`src/rtl/mem_dump.sv`:
```
// mem_dump: walks a word-aligned window of the data BRAM through its debug
// port and streams each word out as four bytes, least-significant first,
// over a valid/ready byte channel. Raises busy for the duration and pulses
// done once when the window has been sent.
module mem_dump #(
  parameter int ADDR_WIDTH = 10,
  parameter int DATA_WIDTH = 32
) (
  input  logic                  clk,
  input  logic                  rst,
  input  logic                  start,
  input  logic [ADDR_WIDTH-1:0] base_addr,
  input  logic [ADDR_WIDTH-1:0] word_count,
  output logic [ADDR_WIDTH-1:0] dbg_addr,
  input  logic [DATA_WIDTH-1:0] dbg_data,
  output logic [7:0]            tx_data,
  output logic                  tx_valid,
  input  logic                  tx_ready,
  output logic                  busy,
  output logic                  done
);

  localparam logic [1:0] S_IDLE = 2'd0;
  localparam logic [1:0] S_READ = 2'd1;
  localparam logic [1:0] S_SEND = 2'd2;
  localparam logic [1:0] S_FIN  = 2'd3;

  localparam logic [ADDR_WIDTH-1:0] ONE  = ADDR_WIDTH'(1);
  localparam logic [ADDR_WIDTH-1:0] FOUR = ADDR_WIDTH'(4);

  logic [1:0]            state_q, state_d;
  logic [ADDR_WIDTH-1:0] cur_addr_q, cur_addr_d;
  logic [ADDR_WIDTH-1:0] remaining_q, remaining_d;
  logic [ADDR_WIDTH-1:0] dbg_addr_q;
  logic [DATA_WIDTH-1:0] word_q, word_d;
  logic [1:0]            idx_q, idx_d;
  logic [ADDR_WIDTH-1:0] rem_dec;

  assign rem_dec = remaining_q - ONE;

  // Outputs decode straight from state so reset clears them without an edge.
  assign tx_valid = (state_q == S_SEND);
  assign busy     = (state_q != S_IDLE);
  assign done     = (state_q == S_FIN);
  assign tx_data  = word_q[{idx_q, 3'b000} +: 8];
  // The debug address follows cur_addr in READ and otherwise holds its last
  // presented value.
  assign dbg_addr = (state_q == S_READ) ? cur_addr_q : dbg_addr_q;

  // Next-state and datapath updates for the dump sequencer.
  always_comb begin
    state_d     = state_q;
    cur_addr_d  = cur_addr_q;
    remaining_d = remaining_q;
    word_d      = word_q;
    idx_d       = idx_q;
    case (state_q)
      S_IDLE: begin
        if (start) begin
          cur_addr_d  = {base_addr[ADDR_WIDTH-1:2], 2'b00};
          remaining_d = word_count;
          state_d     = (word_count == '0) ? S_FIN : S_READ;
        end
      end
      S_READ: begin
        word_d  = dbg_data;
        idx_d   = 2'd0;
        state_d = S_SEND;
      end
      S_SEND: begin
        if (tx_ready) begin
          if (idx_q == 2'd3) begin
            remaining_d = rem_dec;
            if (rem_dec == '0) begin
              state_d = S_FIN;
            end else begin
              cur_addr_d = cur_addr_q + FOUR;
              state_d    = S_READ;
            end
          end else begin
            idx_d = idx_q + 2'd1;
          end
        end
      end
      default: state_d = S_IDLE;
    endcase
  end

  // State and datapath registers, cleared asynchronously by reset.
  always_ff @(posedge clk or negedge rst) begin
    if (!rst) begin
      state_q     <= S_IDLE;
      cur_addr_q  <= '0;
      remaining_q <= '0;
      dbg_addr_q  <= '0;
      word_q      <= '0;
      idx_q       <= '0;
    end else begin
      state_q     <= state_d;
      cur_addr_q  <= cur_addr_d;
      remaining_q <= remaining_d;
      dbg_addr_q  <= dbg_addr;
      word_q      <= word_d;
      idx_q       <= idx_d;
    end
  end

endmodule

```
`config.mk`:
```
export PLATFORM = sky130hd
export DESIGN_NAME = mem_dump
export DESIGN_NICKNAME = d
export VERILOG_FILES = /design/src/rtl/mem_dump.sv
export SDC_FILE = /design/constraint.sdc
export NUM_CORES = 1
export LEC_CHECK = 0
export CAP_MARGIN = 20
export CORE_MARGIN = 8
export CORE_UTILIZATION = 45
export CTS_CLUSTER_DIAMETER = 150
export CTS_CLUSTER_SIZE = 14
export DETAILED_ROUTE_END_ITERATION = 16
export PLACE_DENSITY = 0.71
export SYNTH_ARGS = -nofsm -noshare
export SYNTH_HDL_FRONTEND = slang
export SYNTH_SLANG_ARGS = --single-unit
```
`constraint.sdc`:
```
create_clock -name clk -period 2.75 [get_ports clk]
set_input_delay 0.4125 -clock clk [delete_from_list [all_inputs] [get_ports clk]]
set_output_delay 0.4125 -clock clk [all_outputs]
set_load 0.05 [all_outputs]
```
==> results.json, run 1 <==
{
  "outcome": "completed",
  "worst_setup_path_start_kind": "register",
  "vdd_drop_max_v": 0.000836,
  "grt.total_usage_pct": 15.9,
  "yosysSeqAreaShare_pct": 49.8,
  "yosys_warnings": 0,
  "antennaDiodeCount": 0,
  "core_area_mm2": 0.00710,
  "maxClockFrequency_mhz": 377,
  "first_global_vias": 2650,
  "first_pass_grt_wire_length_um": 12800,
  "layout-area-overhead-vs-synth_pct": 33.9,
  "final_layout_size_suffix_gt1_share_pct": 21.5,
  "place.gp.congestion": 0.890,
  "tritoncts": "done",
  "die_height_um": 101,
  "vias_per_cell": 5.40,
  "postSynthNetCount": 349,
  "floorplan.io_pins": 77,
  "commonest_cells_after_routing_fill_and_taps_aside": "64 x dfrtp_1, 64 x clkdlybuf4s50_1, 40 x mux2_2",
  "cp_slowest_stage_delay_ps": 720,
  "grt.overflow.total": 0,
  "cts.root.buffer_cell": "clkbuf_8",
  "finalNetCount": 422,
  "cts_resized": 0,
  "totalWireLength_um": 7490,
  "ys_top_cells_by_area": "dfrtp_1 50%, mux2_2 14%, mux4_2 5.6%",
  "cap_violations": 0,
  "maximum_net_fanout_on_the_critical_path": 7,
  "synth_area_per_cell_um2": 11.1,
  "crit_path_end_kind": "output port",
  "synthDominantAreaCellType": "dfrtp_1",
  "synth_seq_cells": 64,
  "clock_sink_count": 64,
  "synth_cells": 289,
  "die-area_mm2": 0.0101,
  "rows": 31,
  "antenna_violating_nets_post_route": 0,
  "place.port_buffers": 74,
  "p_total_mw": 5.53,
  "cts-hold-fix-buffers": 0,
  "start_util_pct": 45.3,
  "worstPathRequired_ps": 2340,
  "timing.critical_path.arrival_ps": 2240,
  "netlist_area_mm2": 0.00322,
  "worstMarginPinSlew_ps": 757,
  "cts.repair_timing.setup_buffer_count": 0,
  "cts_htree_levels": 3,
  "ys_dominant_reg_cell": "dfrtp_1",
  "final.hold.worst_slack_ps": 147,
  "worst_clock_skew_ps": 8.63,
  "synth_cell_types": 46,
  "timing.slew.headroom_pct": 49.5,
  "timing.hold.worst.class": "input pin to asynchronous set/reset pin",
  "vias": 2516,
  "min_period_ps": 2650,
  "post-route-drc-count": 0,
  "initialDrtViolationCount": 86,
  "grt_setup_unrepaired": "false",
  "clock_tree.buffer_depth": 2,
  "yosysTopAreaCellShare_pct": 49.8,
  "clkSlewWorstSetupHoldPaths_ps": 70,
  "final-hold-violation-count": 0,
  "finalCritPeriodShare_pct": 96.5,
  "synthArstFlopShare_pct": 100,
  "tritoncts.num_buffers": 9,
  "drt_pass1_iterations": 4,
  "synth_enable_flop_cells": 0,
  "critical_path.slowest_cell": "clkdlybuf4s50_1",
  "fin_setup_tns_ps": 0,
  "final_max_slew_viol_count": 0,
  "dp.final_hpwl_um": 5380,
  "worstSkewPairLatency_ps": 340,
  "die_w_um": 101,
  "critical_path_class": "register to output port",
  "cellPowerDensity_mw_per_mm2": 1280,
  "wire_per_inst_um": 16.1,
  "antenna_found_initial": 0,
  "worstPathCellList": "buf_12 -> mux4_2 -> clkdlybuf4s50_1",
  "total_leakage_power_nw": 1.76,
  "grt_max_degree": 36,
  "setup_viol_count_final": 0
}
[cell usage after synthesis (2+ instances only)]
cell,count
nor2b_1,4
o211ai_1,3
mux4_2,8
dfrtp_1,64
nand2_1,17
a21oi_1,17
mux2_2,40
clkbuf_1,15
buf_2,2
nor4b_1,3
a22o_1,2
a31oi_1,3
nor4_1,6
o22ai_1,2
mux2i_1,2
o21ai_0,15
nand3_1,12
ha_1,4
inv_1,5
and3_1,4
buf_6,2
nor2_1,21
nor3_1,12
o22a_1,2
or3_1,3
[cells by family after synthesis]
kind of cell               after synthesis  share of synthesized area, %
and+or+nand+nor                         89                          13.8
DFF                                     64                          49.8
muxes                                   50                          20.2
xor gates and xnor gates                 2                         0.544
buffers and inverters                   26                          3.58
AOI/OAI and AO/OA                       54                          10.5
adders and majority gates                4                          1.56
[area by class of cell]
class	instances	area, um2
fillers	607	2790
clock buffers	9	124
repair buffers	82	832
inverters	6	22.5
multi-input cells	199	1510
clock inverters	7	95.1
well taps	99	124
flip-flops and latches	64	1600
[critical path, delay by kind of cell, from the launching register on]
family / cells / cell delay [ps]
muxes: 1 / 500
DFF: 1 / 500
buffers and inverters: 2 / 900
[power by group]
| part | total (mW) | internal [mW] | switching [mW] |
|---|---|---|---|
| clock network | 0.892 | 0.512 | 0.381 |
| logic | 2.86 | 1.27 | 1.59 |
| registers | 1.78 | 1.40 | 0.380 |
| total | 5.53 | 3.18 | 2.35 |
[per-stage QoR]
stage,cells,area (um2),utilization (%),setup slack [ps]
2_1_floorplan,289,3220,-,443
3_3_place_gp,450,4070,57.3,339
3_5_place_dp,450,4070,57.3,277
4_1_cts,466,4290,60.4,45.3
5_1_grt,466,4310,60.7,19.3
6_report,466,4310,60.7,96.4
[metal layers]
layer,vias up,share of wire (%),GRT usage (%)
met5,-,0,0
li1,1203,-,-
met2,93,44,24.2
met4,0,0.91,4.65
met3,7,7.2,4.77
met1,1213,48,21.4
[state kept, by name, indices dropped and copies added, names as in the netlist]
name / flops
dbg_addr_q: 10
cur_addr_q: 8
word_q: 32
idx_q: 2
state_q: 2
remaining_q: 10
[final timing paths]
path                                 from  slack [ps]            end  depth (start not counted)
setup / recovery                 idx_q[0]         100     tx_data[0]                          3
hold / removal                        rst         150     word_q[15]                          1
setup reg to reg           remaining_q[0]         250  cur_addr_q[3]                          8
hold reg to reg             dbg_addr_q[3]         490  dbg_addr_q[3]                          1
max in group asynchronous             rst        1960  cur_addr_q[7]                          2
min in group clk            dbg_addr_q[3]         490  dbg_addr_q[3]                          1
(Power assumes the default switching activity.)
==> inputs of run 2 (changes only) <==
--- a/config.mk
+++ b/config.mk
@@ -11,7 +11,7 @@
 export CTS_CLUSTER_DIAMETER = 150
 export CTS_CLUSTER_SIZE = 14
 export DETAILED_ROUTE_END_ITERATION = 16
-export PLACE_DENSITY = 0.71
+export PLACE_DENSITY = 0.74
 export SYNTH_ARGS = -nofsm -noshare
 export SYNTH_HDL_FRONTEND = slang
 export SYNTH_SLANG_ARGS = --single-unit
==> results.json, run 2 (synthesis gave the netlist of run 1 again) <==
{
  "outcome": "completed",
  "power.share.switching_pct": 41.6,
  "tritoncts.num_buffers": 9,
  "worstSkewPairLatency_ps": 340,
  "die_height_um": 101,
  "fin_setup_tns_ps": 0,
  "setup_viol_count_final": 0,
  "fill_cells": 606,
  "grt_setup_unrepaired": "false",
  "cellPowerDensity_mw_per_mm2": 1310,
  "worstPathRequired_ps": 2340,
  "number_of_flip_flops_in_the_largest_register": 32,
  "stdcell_count": 467,
  "antenna_found_initial": 0,
  "vias": 2543,
  "cap_violations": 0,
  "worstMarginPinSlew_ps": 616,
  "grt.total_usage_pct": 15.6,
  "die_w_um": 101,
  "commonest_cells_after_routing_fill_and_taps_aside": "71 x clkdlybuf4s50_1, 63 x dfrtp_1, 40 x mux2_2",
  "cts-hold-fix-buffers": 0,
  "dpl_worst_slack_ps": 317,
  "total_leakage_power_nw": 1.73,
  "globalRouteMet2Util_pct": 23.8,
  "drt_pass1_iterations": 4,
  "crit_path_end_kind": "output port",
  "grt_max_degree": 40,
  "dp.final_hpwl_um": 5400,
  "first_pass_grt_wire_length_um": 12300,
  "timing.critical_path.arrival_ps": 2210,
  "die-area_mm2": 0.0101,
  "part_of_the_power_in_combinational_logic_pct": 50.6,
  "antenna_violating_nets_post_route": 0,
  "place.gp.congestion": 0.857,
  "power.share.sequential_pct": 31.9,
  "antennaDiodeCount": 0,
  "timing.slew.headroom_pct": 59.0,
  "cts_htree_levels": 3,
  "worst_setup_path_start_kind": "register",
  "finalNetCount": 423,
  "final_layout_size_suffix_gt1_share_pct": 21.5,
  "initialDrtViolationCount": 138,
  "start_util_pct": 45.3,
  "min_period_ps": 2630,
  "floorplan.io_pins": 77,
  "combined_buffer_and_inverter_count_along_the_critical_path": 2,
  "worstPathCellList": "inv_1 -> nor2_4 -> mux2_2 -> clkdlybuf4s50_1",
  "grt.overflow.total": 0,
  "timing.hold.worst.class": "input pin to asynchronous set/reset pin",
  "layout.cell_area.non_filler_mm2": 0.00431,
  "layout_commonest_cell": "clkdlybuf4s50_1",
  "final_max_slew_viol_count": 0,
  "gr-max-usage-layer": "met2",
  "critical_path.slowest_cell": "clkdlybuf4s50_1",
  "finalCritPeriodShare_pct": 95.5,
  "rows": 31,
  "registers.top_by_ff_count": "word_q",
  "worst_clock_skew_ps": 6.09,
  "cp_slowest_stage_delay_ps": 710,
  "clkSlewWorstSetupHoldPaths_ps": 70,
  "post-route-drc-count": 0,
  "cts_resized": 1,
  "gr-usage-met3_pct": 4.63,
  "vdd_drop_max_v": 0.000766,
  "totalWireLength_um": 7450,
  "final-hold-violation-count": 0,
  "maxClockFrequency_mhz": 381,
  "clock_sink_count": 64,
  "wire_per_inst_um": 16.0,
  "final_critical_path_setup_slack_ps": 124,
  "timing.critical_path.max_delay_family": "buffers and inverters",
  "core_area_mm2": 0.00710,
  "vias_per_cell": 5.45,
  "layout_top_registers": "word_q x32, dbg_addr_q x10, remaining_q x10",
  "place.port_buffers": 74,
  "gr-usage-met1_pct": 20.2,
  "first_global_vias": 2485,
  "maximum_net_fanout_on_the_critical_path": 11,
  "power.net_switching_mw": 2.34,
  "cts.repair_timing.setup_buffer_count": 0,
  "dp_cells": 451,
  "layout-area-overhead-vs-synth_pct": 34.1,
  "critical_path_class": "register to output port",
  "clock_tree.buffer_depth": 2,
  "placed_cell_area_mm2": 0.00407,
  "cts.root.buffer_cell": "clkbuf_8",
  "power.share.clock_pct": 17.5,
  "tritoncts": "done",
  "internal_power_mw": 3.30
}
## run 2: final timing paths
path	startpoint	endpoint	slack, ps	cells past startpoint
worst max register to register	remaining_q[0]	cur_addr_q[3]	300	8
min in group clk	dbg_addr_q[2]	dbg_addr_q[2]	500	1
worst min-delay path	rst	word_q[15]	80	1
worst min register to register	dbg_addr_q[2]	dbg_addr_q[2]	500	1
max in group asynchronous	rst	cur_addr_q[6]	2040	2
worst max-delay path	state_q[0]	dbg_addr[4]	120	4
## run 2: power by group through the flow
stage | clock (mW) | combinational, mW | sequential, mW
after floorplan | 0 | 2.22 | 1.62
after global placement | 0 | 2.82 | 1.78
after detailed placement | 0 | 2.88 | 1.81
after CTS | 1.01 | 2.88 | 1.80
after global routing | 1.05 | 3.06 | 1.87
final | 0.989 | 2.85 | 1.80
## run 2: area by class of cell
type                            instances  area (um2)  share of cell area, %
Clock inverter                          5         104                   2.41
Clock buffer                           11         141                   3.28
Inverter                                6        22.5                  0.522
Tap cell                               99         124                   2.87
Timing Repair Buffer                   83         811                   18.8
Multi-Input combinational cell        199        1510                   35.0
Sequential cell                        64        1600                   37.2
## run 2: stage by stage
stage / utilization [%] / power (mW) / hold WS (ps)
after floorplan: - / 3.84 / 117
after global placement: 57.3 / 4.61 / 463
after detailed placement: 57.3 / 4.69 / 467
after CTS: 60.8 / 5.69 / 94.7
after global routing: 60.8 / 5.98 / 123
final: 60.8 / 5.64 / 78.1
## run 2: metal layers
metal	part of all wire (%)	vias up
li1	-	1208
met1	45	1207
met2	45	117
met3	8.1	11
met4	1.3	0
met5	0	-
==> inputs of run 3 (changes only) <==
--- a/config.mk
+++ b/config.mk
@@ -7,11 +7,11 @@
 export LEC_CHECK = 0
 export CAP_MARGIN = 20
 export CORE_MARGIN = 8
-export CORE_UTILIZATION = 45
+export CORE_UTILIZATION = 50
 export CTS_CLUSTER_DIAMETER = 150
 export CTS_CLUSTER_SIZE = 14
 export DETAILED_ROUTE_END_ITERATION = 16
-export PLACE_DENSITY = 0.74
+export PLACE_DENSITY = 0.81
 export SYNTH_ARGS = -nofsm -noshare
 export SYNTH_HDL_FRONTEND = slang
 export SYNTH_SLANG_ARGS = --single-unit
==> results.json, run 3 (synthesis gave the netlist of run 1 again) <==
{
  "dp.final_hpwl_um": 5550,
  "stdcell_count": 444,
  "fin_setup_tns_ps": 0,
  "finalNetCount": 422,
  "grt_max_degree": 37,
  "timing.slew.headroom_pct": 53.4,
  "maxClockFrequency_mhz": 387,
  "vdd_drop_max_v": 0.00102,
  "final.hold.worst_slack_ps": 123,
  "antenna_violating_nets_post_route": 0,
  "grt.total_usage_pct": 17.3,
  "placed_cell_area_mm2": 0.00404,
  "layout_top_registers": "word_q x32, dbg_addr_q x10, remaining_q x10",
  "final_critical_path_setup_slack_ps": 165,
  "clock_tree.buffer_depth": 2,
  "critical_path.slowest_cell": "clkdlybuf4s50_1",
  "combined_buffer_and_inverter_count_along_the_critical_path": 2,
  "wire_per_inst_um": 16.9,
  "start_util_pct": 51.3,
  "p_total_mw": 5.57,
  "clkSlewWorstSetupHoldPaths_ps": 70,
  "registers.top_by_ff_count": "word_q",
  "finalCritPeriodShare_pct": 94.0,
  "timing.critical_path.max_delay_family": "buffers and inverters",
  "vias": 2544,
  "tritoncts": "done",
  "clock_sink_count": 64,
  "final_layout_size_suffix_gt1_share_pct": 21.5,
  "die-area_mm2": 0.00926,
  "layout_commonest_cell": "clkdlybuf4s50_1",
  "worst_setup_path_start_kind": "register",
  "timing.critical_path.arrival_ps": 2170,
  "first_global_vias": 2717,
  "cap_violations": 0,
  "worst_setup_path_startpoint": "state_q[0]",
  "outcome": "completed",
  "number_of_flip_flops_in_the_largest_register": 32,
  "post-route-drc-count": 0,
  "antenna_found_initial": 0,
  "min_period_ps": 2590,
  "dpl_worst_slack_ps": 167,
  "total_leakage_power_nw": 1.72,
  "floorplan.io_pins": 77,
  "die_w_um": 96.2,
  "final-hold-violation-count": 0,
  "die_height_um": 96.2,
  "rr_startpoint": "remaining_q[1]",
  "dp_cells": 428,
  "maximum_net_fanout_on_the_critical_path": 11,
  "worstMarginPinSlew_ps": 698,
  "layout.cell_area.non_filler_mm2": 0.00427,
  "layout-area-overhead-vs-synth_pct": 32.7,
  "totalWireLength_um": 7480,
  "core_area_mm2": 0.00628,
  "setup_viol_count_final": 0,
  "final_max_slew_viol_count": 0,
  "place.port_buffers": 74,
  "commonest_cells_after_routing_fill_and_taps_aside": "72 x clkdlybuf4s50_1, 63 x dfrtp_1, 40 x mux2_2",
  "initialDrtViolationCount": 116,
  "worstSkewPairLatency_ps": 330,
  "drt_pass1_iterations": 4,
  "antennaDiodeCount": 0,
  "cts.root.buffer_cell": "clkbuf_8",
  "critical_path_class": "register to output port",
  "timing.hold.worst.class": "input pin to asynchronous set/reset pin",
  "first_pass_grt_wire_length_um": 12600,
  "worstPathRequired_ps": 2340,
  "cp_slowest_stage_delay_ps": 710,
  "tritoncts.num_buffers": 9,
  "worstPathCellList": "inv_1 -> nor2_4 -> mux2_2 -> clkdlybuf4s50_1",
  "crit_path_end_kind": "output port",
  "fill_cells": 477,
  "rows": 29,
  "grt.overflow.total": 0,
  "cts_htree_levels": 3,
  "place.gp.congestion": 0.842,
  "cellPowerDensity_mw_per_mm2": 1310,
  "grt_setup_unrepaired": "false",
  "vias_per_cell": 5.73,
  "worst_clock_skew_ps": 8.92,
  "finish.utilization_pct": 68.0
}
[run 3: changes by cell type in the layout (fill, tap and decap cells not counted), sizes merged]
cell           delta
buf               -2
clkdlybuf4s50     +1
clkinv            +1
bufinv            -1
[run 3: worst register-to-register path: stages, from the launching register on]
cell and delay (ps):
dfrtp_1 390, inv_1 110, ha_1 260, or4b_1 610, xor2_1 230, a2bb2oi_2 100, nor2_1 390, nor3_1 120
o31a_1 250
[run 3: layout make-up]
cell class	instances	area [um2]	share of cell area (%)
inverters	6	22.5	0.528
repair buffers	82	806	18.9
clock buffers	11	151	3.55
multi-input cells	199	1510	35.4
clock inverters	5	78.8	1.85
well taps	77	96.3	2.26
flip-flops and latches	64	1600	37.5
[run 3: worst paths after layout]
kind	end	slack, ps	cells after the start
setup / recovery	dbg_addr[7]	160	4
hold / removal	word_q[7]	120	1
setup reg to reg	cur_addr_q[8]	180	8
hold reg to reg	dbg_addr_q[3]	500	1
max in group asynchronous	word_q[12]	1980	2
min in group clk	dbg_addr_q[3]	500	1
[run 3: power breakdown]
part	internal, mW	total (mW)	switching (mW)
combinational	1.27	2.86	1.60
clock	0.558	0.913	0.354
sequential	1.40	1.80	0.396
total	3.23	5.57	2.35
[run 3: metal layers]
metal | routed length (um) | share of wire (%) | up-vias | GRT usage, %
met5 | 0 | 0 | - | 0
met1 | 3150 | 42 | 1218 | 21.8
met2 | 3540 | 47 | 106 | 27.7
met3 | 722 | 9.6 | 10 | 5.46
li1 | - | - | 1210 | -
met4 | 72 | 0.96 | 0 | 5.38
[run 3: repair_timing]
action | CTS | global route
buffers inserted | 0 | 0
hold buffers | 0 | 0
setup endpoints to repair | 8 | 1
hold endpoints to repair | 0 | 0
gates cloned | 0 | 0
gates resized for setup | 1 | 1
